**src/rtl/seg_capture_pkg.sv**
```systemverilog
// Shared constants, glyph table and dwell state type for the seven-segment scan capture block.
package seg_capture_pkg;

    localparam int NUM_DIGITS = 8;

    // Active-low gfedcba patterns
    localparam logic [6:0] GLYPH_0 = 7'h40;
    localparam logic [6:0] GLYPH_1 = 7'h79;
    localparam logic [6:0] GLYPH_2 = 7'h24;
    localparam logic [6:0] GLYPH_3 = 7'h30;
    localparam logic [6:0] GLYPH_4 = 7'h19;
    localparam logic [6:0] GLYPH_5 = 7'h12;
    localparam logic [6:0] GLYPH_6 = 7'h02;
    localparam logic [6:0] GLYPH_7 = 7'h78;
    localparam logic [6:0] GLYPH_8 = 7'h00;
    localparam logic [6:0] GLYPH_9 = 7'h10;
    localparam logic [6:0] GLYPH_A = 7'h08;
    localparam logic [6:0] GLYPH_B = 7'h03;
    localparam logic [6:0] GLYPH_C = 7'h46;
    localparam logic [6:0] GLYPH_D = 7'h21;
    localparam logic [6:0] GLYPH_E = 7'h06;
    localparam logic [6:0] GLYPH_F = 7'h0E;

    typedef enum logic [1:0] {
        BLANK = 2'd0,
        DWELL = 2'd1,
        HELD  = 2'd2
    } dwell_state_t;

    function automatic logic one_low(input logic [7:0] an);
        logic [7:0] z;
        z = ~an;
        return (z != 8'h00) && ((z & (z - 8'h01)) == 8'h00);
    endfunction

    function automatic logic [2:0] low_index(input logic [7:0] an);
        logic [2:0] idx;
        idx = 3'd0;
        for (int i = 0; i < NUM_DIGITS; i++) begin
            if (!an[i]) begin
                idx = 3'(i);
            end else begin
                idx = idx;
            end
        end
        return idx;
    endfunction

endpackage

```
**src/rtl/seg7_glyph_decode.sv**
```systemverilog
// Combinational decode of an active-low 7-segment pattern back to its hex nibble.
module seg7_glyph_decode
    import seg_capture_pkg::*;
(
    input  logic [6:0] i_pattern,
    output logic       o_ok,
    output logic [3:0] o_nibble
);

    // Pattern lookup; anything outside the 16 hex glyphs is flagged not ok
    always_comb begin
        o_ok     = 1'b1;
        o_nibble = 4'h0;
        case (i_pattern)
            GLYPH_0: o_nibble = 4'h0;
            GLYPH_1: o_nibble = 4'h1;
            GLYPH_2: o_nibble = 4'h2;
            GLYPH_3: o_nibble = 4'h3;
            GLYPH_4: o_nibble = 4'h4;
            GLYPH_5: o_nibble = 4'h5;
            GLYPH_6: o_nibble = 4'h6;
            GLYPH_7: o_nibble = 4'h7;
            GLYPH_8: o_nibble = 4'h8;
            GLYPH_9: o_nibble = 4'h9;
            GLYPH_A: o_nibble = 4'hA;
            GLYPH_B: o_nibble = 4'hB;
            GLYPH_C: o_nibble = 4'hC;
            GLYPH_D: o_nibble = 4'hD;
            GLYPH_E: o_nibble = 4'hE;
            GLYPH_F: o_nibble = 4'hF;
            default: begin
                o_ok     = 1'b0;
                o_nibble = 4'h0;
            end
        endcase
    end

endmodule

```
**src/rtl/seg_scan_capture.sv**
```systemverilog
// Samples a scanned seven-segment display, decodes stable digits and rebuilds the 8-digit value.
// Optional macro SEG_CAPTURE_DP_EN: decimal point joins the dwell compare and is captured to dp.
module seg_scan_capture
    import seg_capture_pkg::*;
#(
    parameter int STABLE_CYCLES = 4
) (
    input  logic        clk,
    input  logic        RST,
    input  logic [7:0]  SEG,
    input  logic [7:0]  AN,
    output logic [31:0] value,
    output logic [7:0]  dp,
    output logic        value_valid,
    input  logic        value_ack,
    output logic        bad_glyph,
    output logic        overrun
);

    localparam logic [7:0] STABLE = 8'(STABLE_CYCLES);

    logic [7:0]   r_seg;
    logic [7:0]   r_an;
    logic [15:0]  r_key;
    dwell_state_t r_state;
    dwell_state_t w_state_n;
    logic [7:0]   r_cnt;
    logic [7:0]   w_cnt_n;
    logic         w_accept;
    logic [7:0]   r_seen;
    logic [7:0]   w_seen_n;
    logic [31:0]  r_shadow_val;
    logic [7:0]   r_shadow_dp;
    logic         w_dp_bit;
    logic [15:0]  w_key;
    logic         w_same;
    logic         w_digit;
    logic         w_ok;
    logic         w_frame_done;
    logic [2:0]   w_idx;
    logic [3:0]   w_nib;

`ifdef SEG_CAPTURE_DP_EN
    assign w_dp_bit = ~r_seg[7];
    assign w_key    = {r_an, r_seg};
`else
    logic w_unused_dp;
    assign w_unused_dp = r_seg[7];
    assign w_dp_bit    = 1'b0;
    assign w_key       = {r_an, 1'b1, r_seg[6:0]};
`endif

    assign w_same       = (w_key == r_key);
    assign w_digit      = one_low(r_an);
    assign w_idx        = low_index(r_an);
    assign w_frame_done = (r_seen == 8'hFF);
    // During an accept r_an has a single zero, so its inverse is the digit's one-hot mask
    assign w_seen_n     = (w_frame_done ? 8'h00 : r_seen) | ((w_accept && w_ok) ? ~r_an : 8'h00);

    seg7_glyph_decode u_decode (
        .i_pattern (r_seg[6:0]),
        .o_ok      (w_ok),
        .o_nibble  (w_nib)
    );

    // Input sample register and previous-sample key for the stability compare
    always_ff @(posedge clk or posedge RST) begin
        if (RST) begin
            r_seg <= 8'hFF;
            r_an  <= 8'hFF;
            r_key <= 16'hFFFF;
        end else begin
            r_seg <= SEG;
            r_an  <= AN;
            r_key <= w_key;
        end
    end

    // Dwell FSM state and saturating stability counter
    always_ff @(posedge clk or posedge RST) begin
        if (RST) begin
            r_state <= BLANK;
            r_cnt   <= 8'd0;
        end else begin
            r_state <= w_state_n;
            r_cnt   <= w_cnt_n;
        end
    end

    // Dwell next-state: a digit is accepted exactly once, on the sample that makes cnt reach STABLE
    always_comb begin
        w_state_n = r_state;
        w_cnt_n   = r_cnt;
        w_accept  = 1'b0;
        case (r_state)
            BLANK: begin
                if (w_digit) begin
                    w_state_n = DWELL;
                    w_cnt_n   = 8'd1;
                end else begin
                    w_state_n = BLANK;
                    w_cnt_n   = 8'd0;
                end
            end
            DWELL, HELD: begin
                if (w_same && (r_state == HELD)) begin
                    w_state_n = HELD;
                    w_cnt_n   = STABLE;
                end else if (w_same) begin
                    if ((r_cnt + 8'd1) >= STABLE) begin
                        w_state_n = HELD;
                        w_cnt_n   = STABLE;
                        w_accept  = 1'b1;
                    end else begin
                        w_state_n = DWELL;
                        w_cnt_n   = r_cnt + 8'd1;
                    end
                end else if (w_digit) begin
                    w_state_n = DWELL;
                    w_cnt_n   = 8'd1;
                end else begin
                    w_state_n = BLANK;
                    w_cnt_n   = 8'd0;
                end
            end
            default: begin
                w_state_n = BLANK;
                w_cnt_n   = 8'd0;
            end
        endcase
    end

    // Shadow frame, seen mask and sticky bad-glyph flag
    always_ff @(posedge clk or posedge RST) begin
        if (RST) begin
            r_seen       <= 8'h00;
            r_shadow_val <= 32'h0000_0000;
            r_shadow_dp  <= 8'h00;
            bad_glyph    <= 1'b0;
        end else begin
            r_seen <= w_seen_n;
            if (w_accept && w_ok) begin
                r_shadow_val[{w_idx, 2'b00} +: 4] <= w_nib;
                r_shadow_dp[w_idx]                <= w_dp_bit;
            end
            if (w_accept && !w_ok) begin
                bad_glyph <= 1'b1;
            end
        end
    end

    // Output frame and valid/ack handshake; a completion with an unacked frame pending is an overrun
    always_ff @(posedge clk or posedge RST) begin
        if (RST) begin
            value       <= 32'h0000_0000;
            dp          <= 8'h00;
            value_valid <= 1'b0;
            overrun     <= 1'b0;
        end else if (w_frame_done) begin
            if (!value_valid || value_ack) begin
                value       <= r_shadow_val;
                dp          <= r_shadow_dp;
                value_valid <= 1'b1;
            end else begin
                overrun <= 1'b1;
            end
        end else if (value_valid && value_ack) begin
            value_valid <= 1'b0;
        end
    end

endmodule

```
**config.mk**
```make
export PLATFORM = sky130hd
export DESIGN_NAME = seg_scan_capture
export DESIGN_NICKNAME = d
export VERILOG_FILES = /design/src/rtl/seg_capture_pkg.sv /design/src/rtl/seg7_glyph_decode.sv /design/src/rtl/seg_scan_capture.sv
export SDC_FILE = /design/constraint.sdc
export NUM_CORES = 1
export LEC_CHECK = 0
export CAP_MARGIN = 20
export CORE_AREA = 2 2 105 107
export CTS_BUF_LIST = sky130_fd_sc_hd__clkbuf_16
export DETAILED_ROUTE_END_ITERATION = 12
export DIE_AREA = 0 0 107 109
export GPL_TIMING_DRIVEN = 0
export PLACE_DENSITY = 0.82
export SLEW_MARGIN = 10
export SYNTH_ARGS = -nofsm -noshare
export SYNTH_HDL_FRONTEND = slang
export SYNTH_SLANG_ARGS = --single-unit
```
**constraint.sdc**
```tcl
create_clock -name clk -period 12.8 [get_ports clk]
set_clock_uncertainty 0.1 [all_clocks]
set_input_delay 1.92 -clock clk [delete_from_list [all_inputs] [get_ports clk]]
set_output_delay 1.92 -clock clk [all_outputs]
set_load 0.01 [all_outputs]
```
==> qor.yml <==
slew_headroom_pct: 28.71
rsz0062_at_grt: "false"
drv_cap: 0
swShare_pct: 22.48
ant_nets: 0
grt_pass1_vias: 3785
cts_tree: "built"
pwr-share-comb_pct: 5.9
grt_overflow: 0
critical_path_peak_fanout: 10
place_area_sq_um: 6744
synth_flop_cell: "dfrtp_1"
crit_arrival_ns: 3.87
cts_root_buffer: "clkbuf_16"
dieHeight_um: 109
p_switching_uw: 204.7
worstPathRequired_ns: 12.99
drv_slew: 0
fin_crit_sh_pct: 28.76
hold_path_class: "reg2reg"
synth_edf_count: 0
hold_buffers: 0
clkSlewWorstSetupHoldPaths_ns: 0.05
power_density_nw_per_um2: 125.3
via_per_inst: 5.574
synth_cell_types: 69
fin_setup_tns_ns: 0
cts_buffer_depth: 2
sequentialPowerShare_pct: 47.2
clkLatencyLatePin_ns: 0.42
start_kind: "input pin"
grt_pass1_wl_um: 19360
p_int_uw: 705.9
initial_core_util_pct: 55.84
path_class: "in2reg"
worstPathCellList: "clkdlybuf4s50_1 -> inv_1 -> a21oi_1 -> clkbuf_1 -> mux2_2"
clock.fmax_ghz: 0.2717
finalInstanceArea_sq_um: 7268
drive_gt1_share_pct: 32.89
postCtsSetupBuffers: 0
routed_wl_um: 11750
grt_usage_pct: 21.91
yosysSeqAreaShare_pct: 56.00
routedWlPerCell_um: 17.65
std_cell_rows: 38
setup_violations: 0
critPathMaxStageDelay_ns: 0.61
numPortBuffers: 60
area_delta_synth_final_pct: 22.76
hold_violations: 0
worstMarginPinSlew_ns: 1.053
io_pins: 62
route.detailed.drc: 0
antenna_cells: 0
synth_area_leaders: "dfrtp_1 43%, dfstp_2 13%, mux2_2 7.6%"
cpMaxStageDelayCell: "clkbuf_1"
outcome: "finished clean"
syn_area_sq_um: 5921
synthArstFlopShare_pct: 100.0
yosys_warnings: 0
drt_iter0_drc: 194
yosysTopAreaCellShare_pct: 42.69
dp_hpwl_um: 7981
final_nets: 540
yosys.area.top_type: "dfrtp_1"
syn_avg_cell_area_sq_um: 13.74
h-tree-depth: 4
clock_sinks: 131
first_pass_iters: 4
peakVddDrop_mv: 0.07217
dieArea_sq_um: 11660
place_congestion: 0.8264
p_leak_nw: 3.238
ys_seq_elements: 131
clkPwrFrac_pct: 46.9
worstSetupEndpointType: "flip-flop"
die_w_um: 107
cts-resized-gates: 0
fp.coreArea_sq_um: 10600
fillers: 721
fin_crit_ns: 3.681
numCtsBuffers: 17
routed-via-count: 3712
synth_cells: 431
grt_max_degree: 82
antenna_found_initial: 0
critical path: cells and delay by family:
kind	cells	cell delay [ns]
compound gates	1	0.37
buf+inv	3	1.17
mux	1	0.42
worst paths after layout:
kind,start,to,slack (ns),cells after the start
worst min-delay path,r_an[4]$_DFF_PP1_,r_key[12]$_DFF_PP1_,0.26,0
min in group asynchronous,RST,value_valid$_DFFE_PP0P_,1.81,2
worst max register to register,r_an[4]$_DFF_PP1_,r_shadow_val[9]$_DFFE_PP0P_,9.32,11
worst max-delay path,value_ack,value[7]$_DFFE_PP0P_,9.12,5
max in group asynchronous,RST,r_shadow_val[5]$_DFFE_PP0P_,10.06,3
worst min register to register,r_an[4]$_DFF_PP1_,r_key[12]$_DFF_PP1_,0.26,0
cells by family (layout without fill, tap and decap cells):
kind of cell	after synthesis	after routing	synth area share [%]
AO/OA/AOI/OAI	61	61	9.172
XOR/XNOR	19	19	3.191
flip-flops	131	131	56.00
AND/OR/NAND/NOR	106	106	11.37
adder cells (fa/ha/maj)	6	6	1.268
multiplexers	72	72	15.22
other	1	5	0.06334
buffers and inverters	35	126	3.719
layout make-up:
class	count	area (sq um)	share of cell area, %
Clock inverter	13	98.84	1.360
Inverter	15	61.31	0.8435
Multi-Input combinational cell	269	2400	33.02
Clock buffer	17	425.4	5.853
Buffer	20	163.9	2.255
Tap cell	140	175.2	2.410
Timing Repair Buffer	61	628.1	8.642
Sequential cell	131	3316	45.62
per-layer routing:
metal | up-vias | share of wire [%] | routed length (um) | track usage (%)
met1 | 1896 | 44 | 5165 | 27.83
li1 | 1702 | - | - | -
met3 | 18 | 3.6 | 424 | 5.918
met4 | 0 | 1.5 | 172 | 7.607
met5 | - | 0 | 0 | 0
met2 | 96 | 51 | 5992 | 36.53
cell usage after synthesis, types with 3 or more instances:
| cell | n |
|---|---|
| nor2b_1 | 7 |
| nand3_1 | 7 |
| nand2_1 | 23 |
| buf_6 | 5 |
| xnor2_2 | 3 |
| and3_2 | 3 |
| buf_2 | 4 |
| dfstp_2 | 30 |
| a31oi_1 | 3 |
| dfrtp_1 | 101 |
| nand2b_1 | 3 |
| nand3b_1 | 3 |
| nor4b_1 | 3 |
| and3_1 | 5 |
| ha_1 | 6 |
| o21ai_0 | 4 |
| and2_1 | 3 |
| o21ai_1 | 9 |
| mux2_2 | 40 |
| inv_1 | 15 |
| a211oi_4 | 6 |
| mux2_4 | 24 |
| xnor2_1 | 16 |
| nor3b_1 | 5 |
| o31a_1 | 3 |
| nor2_1 | 8 |
| clkbuf_1 | 6 |
| a21oi_1 | 8 |
| nand4_1 | 8 |
| nor3_1 | 6 |
| mux2_1 | 8 |
metrics by stage:
stage | instances | total power [mW] | setup WS [ns] | hold WS, ns | util, %
floorplan | 435 | 0.4725 | 7.332 | 0.2519 | -
global placement | 635 | 0.4867 | 5.808 | 0.2553 | 63.30
detailed placement | 636 | 0.4897 | 8.707 | 0.2550 | 63.61
CTS | 666 | 0.9189 | 9.108 | 0.2647 | 68.55
global route | 666 | 0.9432 | 9.015 | 0.2731 | 68.55
finish | 666 | 0.9106 | 9.119 | 0.2627 | 68.55
cell usage in the layout, fill, tap and decap left out, types with 7 or more instances in the layout:
cell / count
nand3_1: 7
o21ai_1: 9
nor2_1: 8
nand4_1: 8
xnor2_1: 16
dfstp_2: 30
inv_1: 16
mux2_2: 40
mux2_4: 24
a21oi_1: 8
nand2_1: 23
mux2_1: 8
nor2b_1: 7
dfrtp_1: 101
clkdlybuf4s50_1: 60
clkbuf_16: 17
state kept, by name, indices dropped and copies added (netlist names):
register	flops
r_shadow_dp	8
r_cnt	8
r_an	8
r_seg	7
r_seen	8
value	32
value_valid	1
bad_glyph	1
r_key	15
dp	8
r_state	2
overrun	1
r_shadow_val	32
power groups by stage:
| stage | logic [mW] | registers [mW] | clock network (mW) |
|---|---|---|---|
| 6_report | 0.0534 | 0.430 | 0.428 |
| 5_1_grt | 0.0588 | 0.430 | 0.454 |
| 4_1_cts | 0.0537 | 0.430 | 0.436 |
| 3_5_place_dp | 0.0532 | 0.436 | 0 |
| 3_3_place_gp | 0.0504 | 0.436 | 0 |
| 2_1_floorplan | 0.0375 | 0.435 | 0 |
Note: power is estimated with default switching activity, not from simulation.
